File: src/rtl/keyboard_fifo.sv
// Keyboard scan-code FIFO with a memory-mapped data/status register pair.
// The CPU pops codes by reading BASE_ADDR and controls flush/overflow-clear at BASE_ADDR+1.
module keyboard_fifo #(
  parameter int          WIDTH        = 16,
  parameter int          DEPTH        = 8,
  parameter logic [15:0] BASE_ADDR    = 16'h6000,
  parameter int          DROP_ON_FULL = 0
) (
  input  logic             clk,
  input  logic             reset,
  input  logic [WIDTH-1:0] key_code,
  input  logic             key_valid,
  output logic             key_ready,
  input  logic [15:0]      cpu_addr,
  input  logic             cpu_rd,
  input  logic             cpu_we,
  input  logic [WIDTH-1:0] cpu_wdata,
  output logic [WIDTH-1:0] kbd_out,
  output logic             kbd_irq
);

  localparam int AW = (DEPTH > 1) ? $clog2(DEPTH) : 1;
  localparam int CNTW = $clog2(DEPTH + 1);
  localparam int CW = ((WIDTH - 3) < 8) ? (WIDTH - 3) : 8;
  localparam logic [CNTW-1:0] FULL_CNT = CNTW'(DEPTH);
  localparam logic [15:0] CTRL_ADDR = BASE_ADDR + 16'd1;

  logic [WIDTH-1:0] mem_q [DEPTH];
  logic [AW-1:0]    head_q, head_d;
  logic [AW-1:0]    tail_q, tail_d;
  logic [CNTW-1:0]  count_q, count_d;
  logic             overflow_q, overflow_d;

  logic full, empty;
  logic do_flush, do_clear, do_pop, do_push, ovf_event;
  logic [7:0] count8;
  logic [WIDTH-1:0] status;

  always_comb begin
    full      = (count_q == FULL_CNT);
    empty     = (count_q == '0);
    key_ready = !reset && ((DROP_ON_FULL != 0) || !full);
    kbd_irq   = !empty;

    do_flush  = cpu_we && (cpu_addr == CTRL_ADDR) && cpu_wdata[0];
    do_clear  = cpu_we && (cpu_addr == CTRL_ADDR) && cpu_wdata[1];
    do_pop    = cpu_rd && (cpu_addr == BASE_ADDR) && !empty;
    // A code arriving while full is only stored if a pop frees a slot this cycle.
    do_push   = key_valid && key_ready && (!full || do_pop);
    ovf_event = key_valid && key_ready && full && !do_pop && !do_flush;
  end

  always_comb begin
    head_d     = head_q;
    tail_d     = tail_q;
    count_d    = count_q;
    overflow_d = ovf_event | (overflow_q & !do_clear);

    if (do_flush) begin
      head_d  = '0;
      tail_d  = '0;
      count_d = '0;
    end else begin
      if (do_pop) head_d = head_q + AW'(1);
      if (do_push) tail_d = tail_q + AW'(1);
      case ({do_push, do_pop})
        2'b10:   count_d = count_q + CNTW'(1);
        2'b01:   count_d = count_q - CNTW'(1);
        default: count_d = count_q;
      endcase
    end
  end

  always_ff @(posedge clk) begin
    if (reset) begin
      head_q     <= '0;
      tail_q     <= '0;
      count_q    <= '0;
      overflow_q <= 1'b0;
    end else begin
      head_q     <= head_d;
      tail_q     <= tail_d;
      count_q    <= count_d;
      overflow_q <= overflow_d;
    end
  end

  // Storage is unreset; the empty check on the read path hides stale entries.
  always_ff @(posedge clk) begin
    if (do_push && !do_flush) begin
      mem_q[tail_q] <= key_code;
    end
  end

  always_comb begin
    count8              = 8'(count_q);
    status              = '0;
    status[CW-1:0]      = count8[CW-1:0];
    status[WIDTH-1]     = overflow_q;
    status[WIDTH-2]     = full;
    status[WIDTH-3]     = empty;

    kbd_out = '0;
    if (cpu_addr == BASE_ADDR) begin
      if (!empty) kbd_out = mem_q[head_q];
    end else if (cpu_addr == CTRL_ADDR) begin
      kbd_out = status;
    end
  end

endmodule

File: config.mk
export PLATFORM = sky130hd
export DESIGN_NAME = keyboard_fifo
export DESIGN_NICKNAME = d
export VERILOG_FILES = /design/src/rtl/keyboard_fifo.sv
export SDC_FILE = /design/constraint.sdc
export NUM_CORES = 1
export LEC_CHECK = 0
export CAP_MARGIN = 0
export CELL_PAD_IN_SITES_DETAIL_PLACEMENT = 2
export CELL_PAD_IN_SITES_GLOBAL_PLACEMENT = 2
export CORE_AREA = 8 8 161 163
export CTS_BUF_LIST = sky130_fd_sc_hd__clkbuf_4
export DETAILED_ROUTE_END_ITERATION = 10
export DIE_AREA = 0 0 169 171
export PLACE_DENSITY = 0.63
export SYNTH_ARGS = -nofsm -noshare
export SYNTH_HDL_FRONTEND = slang
export SYNTH_SLANG_ARGS = --single-unit
File: constraint.sdc
create_clock -name clk -period 3.6 [get_ports clk]
set_clock_uncertainty 0.15 [all_clocks]
set_input_delay 0.54 -clock clk [delete_from_list [all_inputs] [get_ports clk]]
set_output_delay 0.54 -clock clk [all_outputs]
set_load 0.01 [all_outputs]
### Word-level counts from Yosys, hierarchy flattened

Memory sizes are Yosys's and may differ from the RTL's. A register that Yosys moved wholly into a read port is not among the register bits.
Cells that the tools add are included.

* bits in writable memories: 128
* logic and storage cells: 46
* input bits: 53
* output and inout port bits: 18
* flip-flop bits (word level): 11
* memories kept: 1

Memories
* mem_q: depth 8, bits a word 16, rd ports 1, clocked after Yosys merged registers in 1, wr ports 1, line 28 `logic [WIDTH-1:0] mem_q [DEPTH];`

* $add $sub $neg: 4
* eq/ne operators: 5
* bitwise logic cells: 2
* mux-type cells: 8
* reductions and logical operators: 22

Operator list (count)
* 2-to-1 mux 16 bit: 3
* equality test 16 x 15 -> 1 bit (second input constant): 2
* logical AND 1 bit: 12
* case mux 4 bit (2 select lines): 1
* adder 3 x 1 -> 3 bit (second input constant): 2
* logical NOT 1 bit: 6
* 2-to-1 mux 3 bit: 2
* adder 4 x 1 -> 4 bit (second input constant): 1
* equality test 4 bit (second input constant): 1
* logical NOT 4 bit: 1
* subtractor 4 x 1 -> 4 bit (second input constant): 1
* equality test 2 x 1 -> 1 bit (second input constant): 1
* equality test 2 bit (second input constant): 1
* 2-to-1 mux 1 bit: 2
* nonzero test 2 bit: 1
* OR reduction 2 bit: 1
* AND 1 bit: 1
* logical OR 1 bit: 1
* OR 1 bit: 1

### Logic depth before layout (Yosys ltp)

Gate-level depths: netlist (run 1).

* depth after elaboration: 8
* gate-level depth with buffers: 12
* gate-level depth less buffers: 10

### Worst setup path after synthesis (run 1)

No wires, ideal clock.

* path kind: flip-flop to flip-flop
* from: register count_q[1]
* to: memory mem_q[0][0] (enable)
* setup time: 0.436 ns
* cell stages (with the launch flop): 7
* buffers on the path: 2
* period minus slack after synthesis: 3.692 ns
* required time: 3.014 ns
* arrival: 3.106 ns
* slack: -0.092 ns
* cell sequence: dfxtp_1 > clkbuf_1 > or4b_2 > and3b_1 > clkbuf_1 > clkinv_1 > nor4b_1

* cells in the longest elaborated chain, start to end: 8

Ends and longest elaborated chain
* start, declared: line 31 `logic [CNTW-1:0] count_q, count_d;`
* start signal, assigned: line 83 `count_q <= count_d;`
* equality test 4 bit or logical NOT 4 bit (tied branches): line 40, 41
* logical NOT 1 bit (on tied branches)
* logical AND 1 bit (on tied branches): line 42, 47
* logical AND 1 bit or logical OR 1 bit (tied branches): line 49 `do_push = key_valid && key_ready && (!full || do_pop);`
* logical AND 1 bit (*): line 49
* logical AND 1 bit (*): line 90 `if (do_push && !do_flush) begin`
* 2-to-1 mux 1 bit (*): line 90
* 2-to-1 mux 1 bit (not written as such) (*): line 91 `mem_q[tail_q] <= key_code;`
* end, declared: line 28

Mark *: on every way between the ends. The rest lies on a longest branch, timed or not.

### Worst setup path in the final report (run 1)

* from: input cpu_addr[3]
* to: output kbd_out[3]

* cells in the longest elaborated chain, start to end: 3

Ends and longest elaborated chain
* start, declared: line 14 `input logic [15:0] cpu_addr,`
* equality test 16 x 15 -> 1 bit: line 106 `end else if (cpu_addr == CTRL_ADDR) begin`
* 2-to-1 mux 16 bit: line 106
* 2-to-1 mux 16 bit (*): line 104 `if (cpu_addr == BASE_ADDR) begin`
* end, declared: line 18 `output logic [WIDTH-1:0] kbd_out,`

Marks and branches as above.

==> results of run 1 <==
## worst register-to-register path: cells and delay by family, from the launching register on
kind / cells / cell delay, ns
simple gates: 3 / 1.56
buf+inv: 2 / 0.63
flops: 1 / 0.52
## registers in the layout, indices dropped and copies added, names as in the netlist, named ones only
| register | cells |
|---|---|
| tail_q | 3 |
| overflow_q | 1 |
| mem_q | 128 |
| head_q | 3 |
| count_q | 4 |
## layer usage
layer  up-vias  track usage  part of all wire
met3        17       0.0277             0.037
met5         -            0                 0
met1      1668        0.119              0.43
met4         0       0.0446             0.018
li1       1416            -                 -
met2        59        0.189              0.52
## final timing paths
check / cells after the start / to / startpoint / slack [ns]
max: 7 / kbd_out[3] / cpu_addr[3] / 0.12
min reg2reg: 2 / overflow_q / overflow_q / 0.32
min: 2 / overflow_q / overflow_q / 0.32
max reg2reg: 5 / mem_q[3][13] / count_q[1] / 0.47
## stage by stage
| stage | util | hold slack (ns) | TNS [ns] | total power (uW) |
|---|---|---|---|---|
| after global routing | 0.312 | 0.339 | 0 | 3220 |
| after floorplan | - | 0.269 | 0 | 1900 |
| after global placement | 0.299 | 0.284 | -0.797 | 1990 |
| after CTS | 0.312 | 0.320 | 0 | 3150 |
| after detailed placement | 0.299 | 0.302 | -1.16 | 1990 |
| final | 0.312 | 0.316 | 0 | 3110 |
## report_power, final
group	leakage (uW)	switching [uW]	internal [uW]	total, uW
Sequential	0.00127	9.76	1810	1820
Combinational	0.000840	64.9	67.5	132
Clock	0.000170	597	559	1160
## timing repair
| action | CTS | global route |
|---|---|---|
| buffers inserted | 0 | 0 |
| endpoints found under the hold margin | 0 | 0 |
| setup endpoints to repair | 16 | 0 |
| resized for setup | 17 | 0 |
## cell families after synthesis
| family | after synthesis |
|---|---|
| AOI/OAI and AO/OA | 26 |
| xor gates and xnor gates | 4 |
| adders and majority gates | 5 |
| and+or+nand+nor | 56 |
| DFF | 142 |
| muxes | 49 |
| buffers and inverters | 20 |
## Yosys cell counts, drive strengths merged, types with 4 or more instances
cell | count | area (um2)
nor4 | 7 | 43.8
ha | 5 | 62.6
mux2i | 17 | 170
o21ai | 4 | 20.0
buf | 6 | 35.0
mux4 | 32 | 721
o2bb2ai | 4 | 35.0
a21oi | 9 | 45.0
clkbuf | 10 | 37.5
nand2 | 6 | 22.5
or3 | 4 | 30.0
nand3 | 4 | 20.0
nor2 | 16 | 60.1
dfxtp | 14 | 280
edfxtp | 128 | 3840
## area by class of cell
type,count,area (um2),area share
Antenna cell,1,2.50,0.000345
Clock buffer,18,135,0.0186
Clock inverter,14,189,0.0260
Inverter,4,15.0,0.00207
Multi-Input combinational cell,140,1560,0.214
Sequential cell,142,4130,0.568
Tap cell,319,399,0.0550
Timing Repair Buffer,82,836,0.115
==> impl_metrics.json, run 1 <==
{
  "status": "complete, no violations",
  "area_growth_pct": 27.1,
  "track_usage": 0.106,
  "syn_avg_cell_area_um2": 18.9,
  "post_dp_cell_area_mm2": 0.00694,
  "synthAdderAreaFrac": 0.0110,
  "powerDensity_mw_per_mm2": 429,
  "final.min_clock_period_ns": 3.48,
  "cts.sinks": 142,
  "ant_nets": 0,
  "synth_compound_area_frac": 0.0302,
  "cts_tree": "done",
  "numCtsBuffers": 17,
  "wl_per_cell_um": 20.1,
  "cp-start-kind": "input pin",
  "start_util": 0.245,
  "mostFrequentLayoutCells": "edfxtp_1, clkdlybuf4s50_1, mux4_2",
  "rsz0062_at_grt": "false",
  "synth_ff_type": "edfxtp_1",
  "fmax_ghz": 0.287,
  "die_h_um": 171,
  "vias": 3160,
  "yosys.area_share.simple": 0.0587,
  "synth_nets": 360,
  "grt_pass1_vias": 3708,
  "postLayoutSetupSlackWorst_ns": 0.119,
  "worstPathBufferInverterCount": 3,
  "final.period_utilization": 0.967,
  "fp.coreArea_mm2": 0.0233,
  "end_kind": "output port",
  "ir_drop_mv": 0.199,
  "grt_first_pass_wirelength_um": 22500,
  "crit_type": "in2out",
  "vias_per_cell": 4.39,
  "placed_cells_incl_taps": 687,
  "post-place-ws_ns": -0.167,
  "yosysUniqueCellTypes": 41,
  "maxSlewViolCount": 0,
  "min_path_type": "reg2reg",
  "cp.arrival_ns": 2.79,
  "dp.final_hpwl_um": 9770,
  "place_congestion": 0.783,
  "maxCapViolCount": 0,
  "critPathTopFamily": "simple AND/OR/NAND/NOR gates",
  "final_common_cell": "edfxtp_1",
  "antenna_found_initial": 1,
  "fin_nets": 445,
  "clk_pin_slew_ns": 0.11,
  "ys_seq_area_frac": 0.722,
  "maxSlewHeadroom": 0.204,
  "ys_ff_latch": 142,
  "yosysWarnings": 0,
  "clkLatencyLatePin_ns": 0.55,
  "grt_max_degree": 33,
  "tightest_slew_ns": 1.18,
  "fp.dieW_um": 169,
  "drive_gt1_frac": 0.258,
  "synthMuxAreaShare": 0.156,
  "power_leakage_uw": 0.00228,
  "synth_edf_count": 128,
  "gr-total-overflow": 0,
  "path_max_fanout": 5,
  "synth_xor_area_frac": 0.00614,
  "worst_ep_required_time_ns": 2.91,
  "synthCells": 302,
  "slowest_delay_ns": 0.58,
  "stdcell_area_mm2": 0.00726,
  "cts_root_buf": "clkbuf_4",
  "final_cells": 720,
  "finalSetupViolations": 0,
  "cts_hold_buf": 0,
  "rows": 56,
  "hold_viol": 0,
  "first_pass_iters": 4,
  "routed_wl_um": 14500,
  "crit_slowest_cell": "or4b_1",
  "synthArstFlopShare": 0,
  "io_pins": 71,
  "h-tree-depth": 4,
  "crit_chain": "clkdlybuf4s50_1 -> or4b_1 -> or4_4 -> nor2_1 -> buf_4 -> o2bb2ai_1 -> dlygate4sd2_1",
  "die_area_mm2": 0.0289,
  "drt-initial-drc-count": 97,
  "synth_area_mm2": 0.00571,
  "synth_top_family_by_area": "multiplexers",
  "cts_buffer_depth": 2,
  "port_buffers": 56,
  "fillCellCount": 2430,
  "drc": 0
}
Note: power is estimated with default switching activity, not from simulation.
==> run 2, diff against run 1 <==
CORE_AREA = 3 3 156 158   (was 8 8 161 163)
DIE_AREA = 0 0 159 161   (was 0 0 169 171)
==> run 2 against run 1 <==
Power grew 4.5%; utilization increased by 0.29 points; sequential share of layout area down 0.52 points; critical path depth unchanged; maximum frequency up 1.5%; sequential cell count stayed put.
==> impl_metrics.json, run 2 (same netlist as run 1, synthesis figures left out) <==
{
  "cts_buffer_depth": 2,
  "cts_tree": "done",
  "grt_pass1_vias": 3602,
  "hold_start": "overflow_q",
  "start_util": 0.245,
  "cts_hold_buf": 0,
  "top_register": "mem_q",
  "rows": 56,
  "dp.final_hpwl_um": 8840,
  "wl_per_cell_um": 20.4,
  "holdWs_ns": 0.313,
  "final_common_cell": "edfxtp_1",
  "worst_ep_required_time_ns": 2.91,
  "r2r_slack_ns": 0.62,
  "postLayoutSetupSlackWorst_ns": 0.172,
  "final.period_utilization": 0.952,
  "track_usage": 0.120,
  "h-tree-depth": 4,
  "first_pass_iters": 4,
  "gr-total-overflow": 0,
  "r2r-start": "count_q[1]",
  "crit_type": "in2out",
  "post-place-ws_ns": -0.197,
  "fmax_ghz": 0.292,
  "crit_start": "cpu_addr[3]",
  "ant_nets": 0,
  "r2r-end": "count_q[2]",
  "final.min_clock_period_ns": 3.43,
  "largest_register_ffs": 128,
  "place_congestion": 0.758,
  "power_frac_seq": 0.560,
  "vias_per_cell": 4.39,
  "min_path_type": "reg2reg",
  "clk_pin_slew_ns": 0.12,
  "power_leakage_uw": 0.00237,
  "antenna_found_initial": 1,
  "finalSetupViolations": 0,
  "io_pins": 71,
  "crit_slowest_cell": "or4_4",
  "routed_wl_um": 14600,
  "power.internal_uw": 2580,
  "slowest_delay_ns": 0.58,
  "hold_viol": 0,
  "reg.largest.list": "mem_q (128), count_q (4)",
  "reg2reg_depth": 10,
  "die_area_mm2": 0.0256,
  "final_util": 0.315,
  "vias": 3136,
  "fillCellCount": 2410,
  "maxCapViolCount": 0,
  "swShare": 0.206,
  "cts_root_buf": "clkbuf_4",
  "maxSlewViolCount": 0,
  "die_h_um": 161,
  "tightest_slew_ns": 0.439,
  "post_dp_cell_area_mm2": 0.00693,
  "grt_first_pass_wirelength_um": 22700,
  "rsz0062_at_grt": "false",
  "stdcell_area_mm2": 0.00732,
  "whs_endpoint": "overflow_q",
  "grt_max_degree": 33,
  "combPwrFrac": 0.041,
  "hold_path_depth": 2,
  "drt-initial-drc-count": 142,
  "critPathTopFamily": "simple AND/OR/NAND/NOR gates",
  "port_buffers": 56,
  "p_switching_uw": 671,
  "maxSlewHeadroom": 0.707,
  "powerDensity_mw_per_mm2": 444,
  "area_growth_pct": 28.3,
  "path_max_fanout": 5,
  "clkLatencyLatePin_ns": 0.54,
  "fin_nets": 439,
  "cts.sinks": 142,
  "worstPathBufferInverterCount": 3,
  "end_kind": "output port",
  "ir_drop_mv": 0.148,
  "fp.coreArea_mm2": 0.0233,
  "cp-start-kind": "input pin",
  "clkPwrFrac": 0.398,
  "fp.dieW_um": 159,
  "crit_chain": "clkdlybuf4s50_1 -> or4b_4 -> or4_4 -> nor2_1 -> buf_4 -> o2bb2ai_1 -> dlygate4sd2_1",
  "status": "complete, no violations",
  "drc": 0,
  "cp.arrival_ns": 2.74,
  "mostFrequentLayoutCells": "edfxtp_1, clkdlybuf4s50_1, mux4_2",
  "drive_gt1_frac": 0.246,
  "numCtsBuffers": 17
}
run 2: worst register-to-register path, cell delays in order, from the launching register on:
cell      delay (ns)
dfxtp_1         0.41
or4b_2          0.75
and3b_1         0.30
clkinv_1        0.12
ha_1            0.18
xor2_1          0.16
ha_1            0.17
a21oi_1         0.05
xor2_1          0.17
or3_1           0.32
a21oi_1         0.15
run 2: per-layer routing:
metal	track usage	share of wire	routed length, um	vias to the layer above
met4	0.0382	0.013	184	0
li1	-	-	-	1399
met2	0.211	0.53	7680	61
met3	0.0315	0.032	466	18
met1	0.144	0.43	6230	1658
met5	0	0	0	-
run 2: timing repair:
item,CTS,global route
setup endpoints to repair,13,6
setup buffers,1,0
pin swaps,1,0
resized for setup,11,7
run 2: per-stage QoR:
step | std cells | TNS, ns | total power (uW)
after floorplan | 302 | 0 | 1900
after global placement | 680 | -1.08 | 1980
after detailed placement | 680 | -1.36 | 2000
after CTS | 713 | 0 | 3310
after global routing | 714 | 0 | 3390
final | 714 | 0 | 3250
run 2: worst max-delay path by stage:
stage,to,slack [ns],depth (start not counted)
6_report,kbd_out[1],0.17,7
5_1_grt,kbd_out[2],0.09,7
4_1_cts,kbd_out[10],0.01,8
3_5_place_dp,kbd_out[1],-0.20,7
3_3_place_gp,kbd_out[3],-0.17,7
2_1_floorplan,mem_q[5][0],0.03,6
run 2: power groups by stage:
| stage | combinational, uW | clock, uW | sequential, uW |
|---|---|---|---|
| after CTS | 137 | 1350 | 1820 |
| after global routing | 147 | 1420 | 1820 |
| after detailed placement | 136 | 0 | 1860 |
| final | 134 | 1290 | 1820 |
| after floorplan | 44.0 | 0 | 1860 |
| after global placement | 128 | 0 | 1860 |
run 2: cell type report:
cell class                 instances  area [um2]  area share
tap                              319         399      0.0545
antenna                            1        2.50    0.000342
inverter                           4        15.0     0.00205
multi-input combinational        140        1560       0.213
sequential                       142        4130       0.563
clock inverter                    14         238      0.0325
timing repair buffer              76         851       0.116
clock buffer                      18         135      0.0184
==> run 3, diff against run 2 <==
ABC_AREA = 1   (was not set)
CORE_AREA = 3 3 160 162   (was 3 3 156 158)
DIE_AREA = 0 0 163 165   (was 0 0 159 161)
PLACE_DENSITY = 0.69   (was 0.63)
==> run 3 against run 2 <==
Worst setup slack gained 0.068 ns; maximum frequency grew 2.0%; synthesized cell count grew 75%; cell count grew 31%; largest power group unchanged; first-iteration DRC count grew 100%; synthesized area grew 5.7%; critical path depth grew 3; power shrank 11%.
==> impl_metrics.json, run 3 <==
{
  "gr-total-overflow": 0,
  "swShare": 0.211,
  "die_h_um": 165,
  "power_frac_seq": 0.628,
  "r2r-start": "count_q[1]",
  "synthCells": 530,
  "tightest_slew_ns": 0.718,
  "final.min_clock_period_ns": 3.36,
  "fin_tns_setup_ns": 0,
  "drive_gt1_frac": 0.117,
  "cp.arrival_ns": 2.67,
  "maxSlewHeadroom": 0.521,
  "power.internal_uw": 2280,
  "reg.largest.list": "mem_q (128), count_q (4)",
  "synthArstFlopShare": 0,
  "netlist.area_leader.share": 0.637,
  "clkPwrFrac": 0.327,
  "drc": 0,
  "synth_area_mm2": 0.00603,
  "status": "complete, no violations",
  "worstSetupPathDepth": 10,
  "cp-start-kind": "input pin",
  "antenna_found_initial": 1,
  "critPathTopFamily": "buffers and inverters",
  "power_leakage_uw": 0.00240,
  "crit_chain": "clkdlybuf4s50_1 -> nand2_1 -> nor2_2 -> nand2_2 -> nor2_4 -> and2_4 -> buf_4 -> nand2_2 -> nor2_2 -> clkdlybuf4s50_1",
  "maxSlewViolCount": 0,
  "synthTopCellsByCount": "edfxtp_1, nor2_1, o21ai_0",
  "final.period_utilization": 0.933,
  "fmax_ghz": 0.298,
  "top_register": "mem_q",
  "crit_start": "cpu_addr[13]",
  "combPwrFrac": 0.045,
  "h-tree-depth": 4,
  "finalSetupViolations": 0,
  "clkLatencyLatePin_ns": 0.55,
  "fin_nets": 653,
  "synth_nets": 588,
  "hold_start": "overflow_q",
  "numCtsBuffers": 17,
  "wl_per_cell_um": 18.6,
  "vias_per_cell": 4.56,
  "multi_input_area_mm2": 0.00167,
  "routed_wl_um": 17400,
  "fillCellCount": 2660,
  "cts_root_buf": "clkbuf_4",
  "place_congestion": 0.774,
  "ir_drop_mv": 0.161,
  "yosysUniqueCellTypes": 31,
  "seqCellArea_mm2": 0.00413,
  "placed_cells_incl_taps": 900,
  "path_max_fanout": 13,
  "final_cells": 932,
  "die_area_mm2": 0.0269,
  "powerDensity_mw_per_mm2": 399,
  "min_path_type": "reg2reg",
  "worstPathBufferInverterCount": 3,
  "largest_register_ffs": 128,
  "area_growth_pct": 20.2,
  "fp.dieW_um": 163,
  "synth_edf_count": 128,
  "p_switching_uw": 612,
  "slowest_delay_ns": 0.54,
  "yosysWarnings": 0,
  "synth_area_leader_cell": "edfxtp_1",
  "worst_ep_required_time_ns": 2.91,
  "grt_max_degree": 65,
  "power_uw": 2900,
  "track_usage": 0.132,
  "crit_type": "in2out",
  "synth_ff_type": "edfxtp_1",
  "syn_avg_cell_area_um2": 11.4,
  "maxCapViolCount": 0,
  "post-place-ws_ns": 0.164,
  "cts_tree": "done",
  "rows": 57,
  "grt_first_pass_wirelength_um": 27000,
  "final_common_cell": "edfxtp_1",
  "cts_hold_buf": 0,
  "postLayoutSetupSlackWorst_ns": 0.240,
  "fp.coreArea_mm2": 0.0242,
  "ys_top_cells_by_area": "edfxtp_1, nor2_1, o21ai_0, dfxtp_1, nand2_1",
  "io_pins": 71,
  "ys_seq_area_frac": 0.684,
  "cts_buffer_depth": 2,
  "clk_pin_slew_ns": 0.11,
  "start_util": 0.249,
  "reg2reg_depth": 14,
  "hold_path_depth": 2,
  "final_util": 0.299,
  "dp.final_hpwl_um": 11100,
  "hold_viol": 0,
  "mostFrequentLayoutCells": "edfxtp_1, nor2_1, o21ai_0",
  "crit_slowest_cell": "clkdlybuf4s50_1",
  "rsz0062_at_grt": "false",
  "yosysMostFrequentCell": "edfxtp_1",
  "vias": 4251,
  "drt-initial-drc-count": 287,
  "ant_nets": 0,
  "first_pass_iters": 4,
  "port_buffers": 56,
  "grt_pass1_vias": 4877,
  "end_kind": "output port",
  "ys_ff_latch": 142,
  "cts.sinks": 142
}
-- run 3: changes by cell type after synthesis, moves of 7 or more --
cell / previous run / this run
a21oi_1: 9 / 20
buf_2: 4 / 11
inv_1: 3 / 26
mux2i_1: 17 / 0
mux4_2: 32 / 0
nand2_1: 6 / 59
nand2_2: 0 / 10
nand4_1: 2 / 9
nor2_1: 16 / 109
nor2_2: 0 / 8
nor4_1: 7 / 0
o211ai_1: 0 / 14
o21ai_0: 4 / 68
o221ai_1: 0 / 9
-- run 3: per-layer routing --
layer | global-route usage | vias to the layer above | share of wire
met2 | 0.252 | 37 | 0.56
li1 | - | 1998 | -
met3 | 0.0221 | 13 | 0.020
met4 | 0.0458 | 0 | 0.012
met5 | 0 | - | 0
met1 | 0.149 | 2203 | 0.41
-- run 3: cells by family (layout without fill, tap and decap cells) --
kind of cell / after synthesis / in the layout / synth area share
and+or+nand+nor: 213 / 213 / 0.154
DFF: 142 / 142 / 0.684
AOI/OAI and AO/OA: 115 / 115 / 0.107
buffers and inverters: 52 / 129 / 0.0406
adders and majority gates: 5 / 5 / 0.0104
xor gates and xnor gates: 3 / 3 / 0.00436
other: 0 / 1 / 0
-- run 3: power by group through the flow --
| stage | Combinational [uW] | Clock (uW) | Sequential, uW |
|---|---|---|---|
| finish | 131 | 946 | 1820 |
| global route | 148 | 1050 | 1820 |
| CTS | 135 | 979 | 1820 |
| detailed placement | 134 | 0 | 1860 |
| global placement | 124 | 0 | 1860 |
| floorplan | 46.5 | 0 | 1850 |
-- run 3: cell type report --
class,count,area share
Sequential cell,142,0.569
Multi-Input combinational cell,336,0.231
Tap cell,324,0.0559
Clock buffer,20,0.0207
Clock inverter,11,0.0138
Timing Repair Buffer,70,0.0946
Inverter,28,0.0148
Antenna cell,1,0.000345
-- run 3: timing repair --
action,CTS,global route
gates resized for setup,0,5
buffers inserted,0,0
endpoints found under the setup margin,0,7
-- run 3: through the flow --
stage               hold slack (ns)  area (um2)
floorplan                     0.278        6030
global placement              0.296        6990
detailed placement            0.319        6990
CTS                           0.338        7240
global route                  0.347        7250
finish                        0.338        7250
-- run 3: worst register-to-register path, delay by kind of cell (launching register included) --
| family | cells | cell delay, ns |
|---|---|---|
| adders and majority gates | 2 | 0.42 |
| AOI/OAI and AO/OA | 3 | 0.51 |
| and+or+nand+nor | 6 | 0.78 |
| xor gates and xnor gates | 1 | 0.09 |
| buffers and inverters | 2 | 0.18 |
| DFF | 1 | 0.50 |
-- run 3: worst paths after layout --
path	endpoint	slack, ns
worst min register to register	overflow_q	0.34
worst min-delay path	overflow_q	0.34
worst max register to register	count_q[2]	0.86
worst max-delay path	kbd_out[9]	0.24
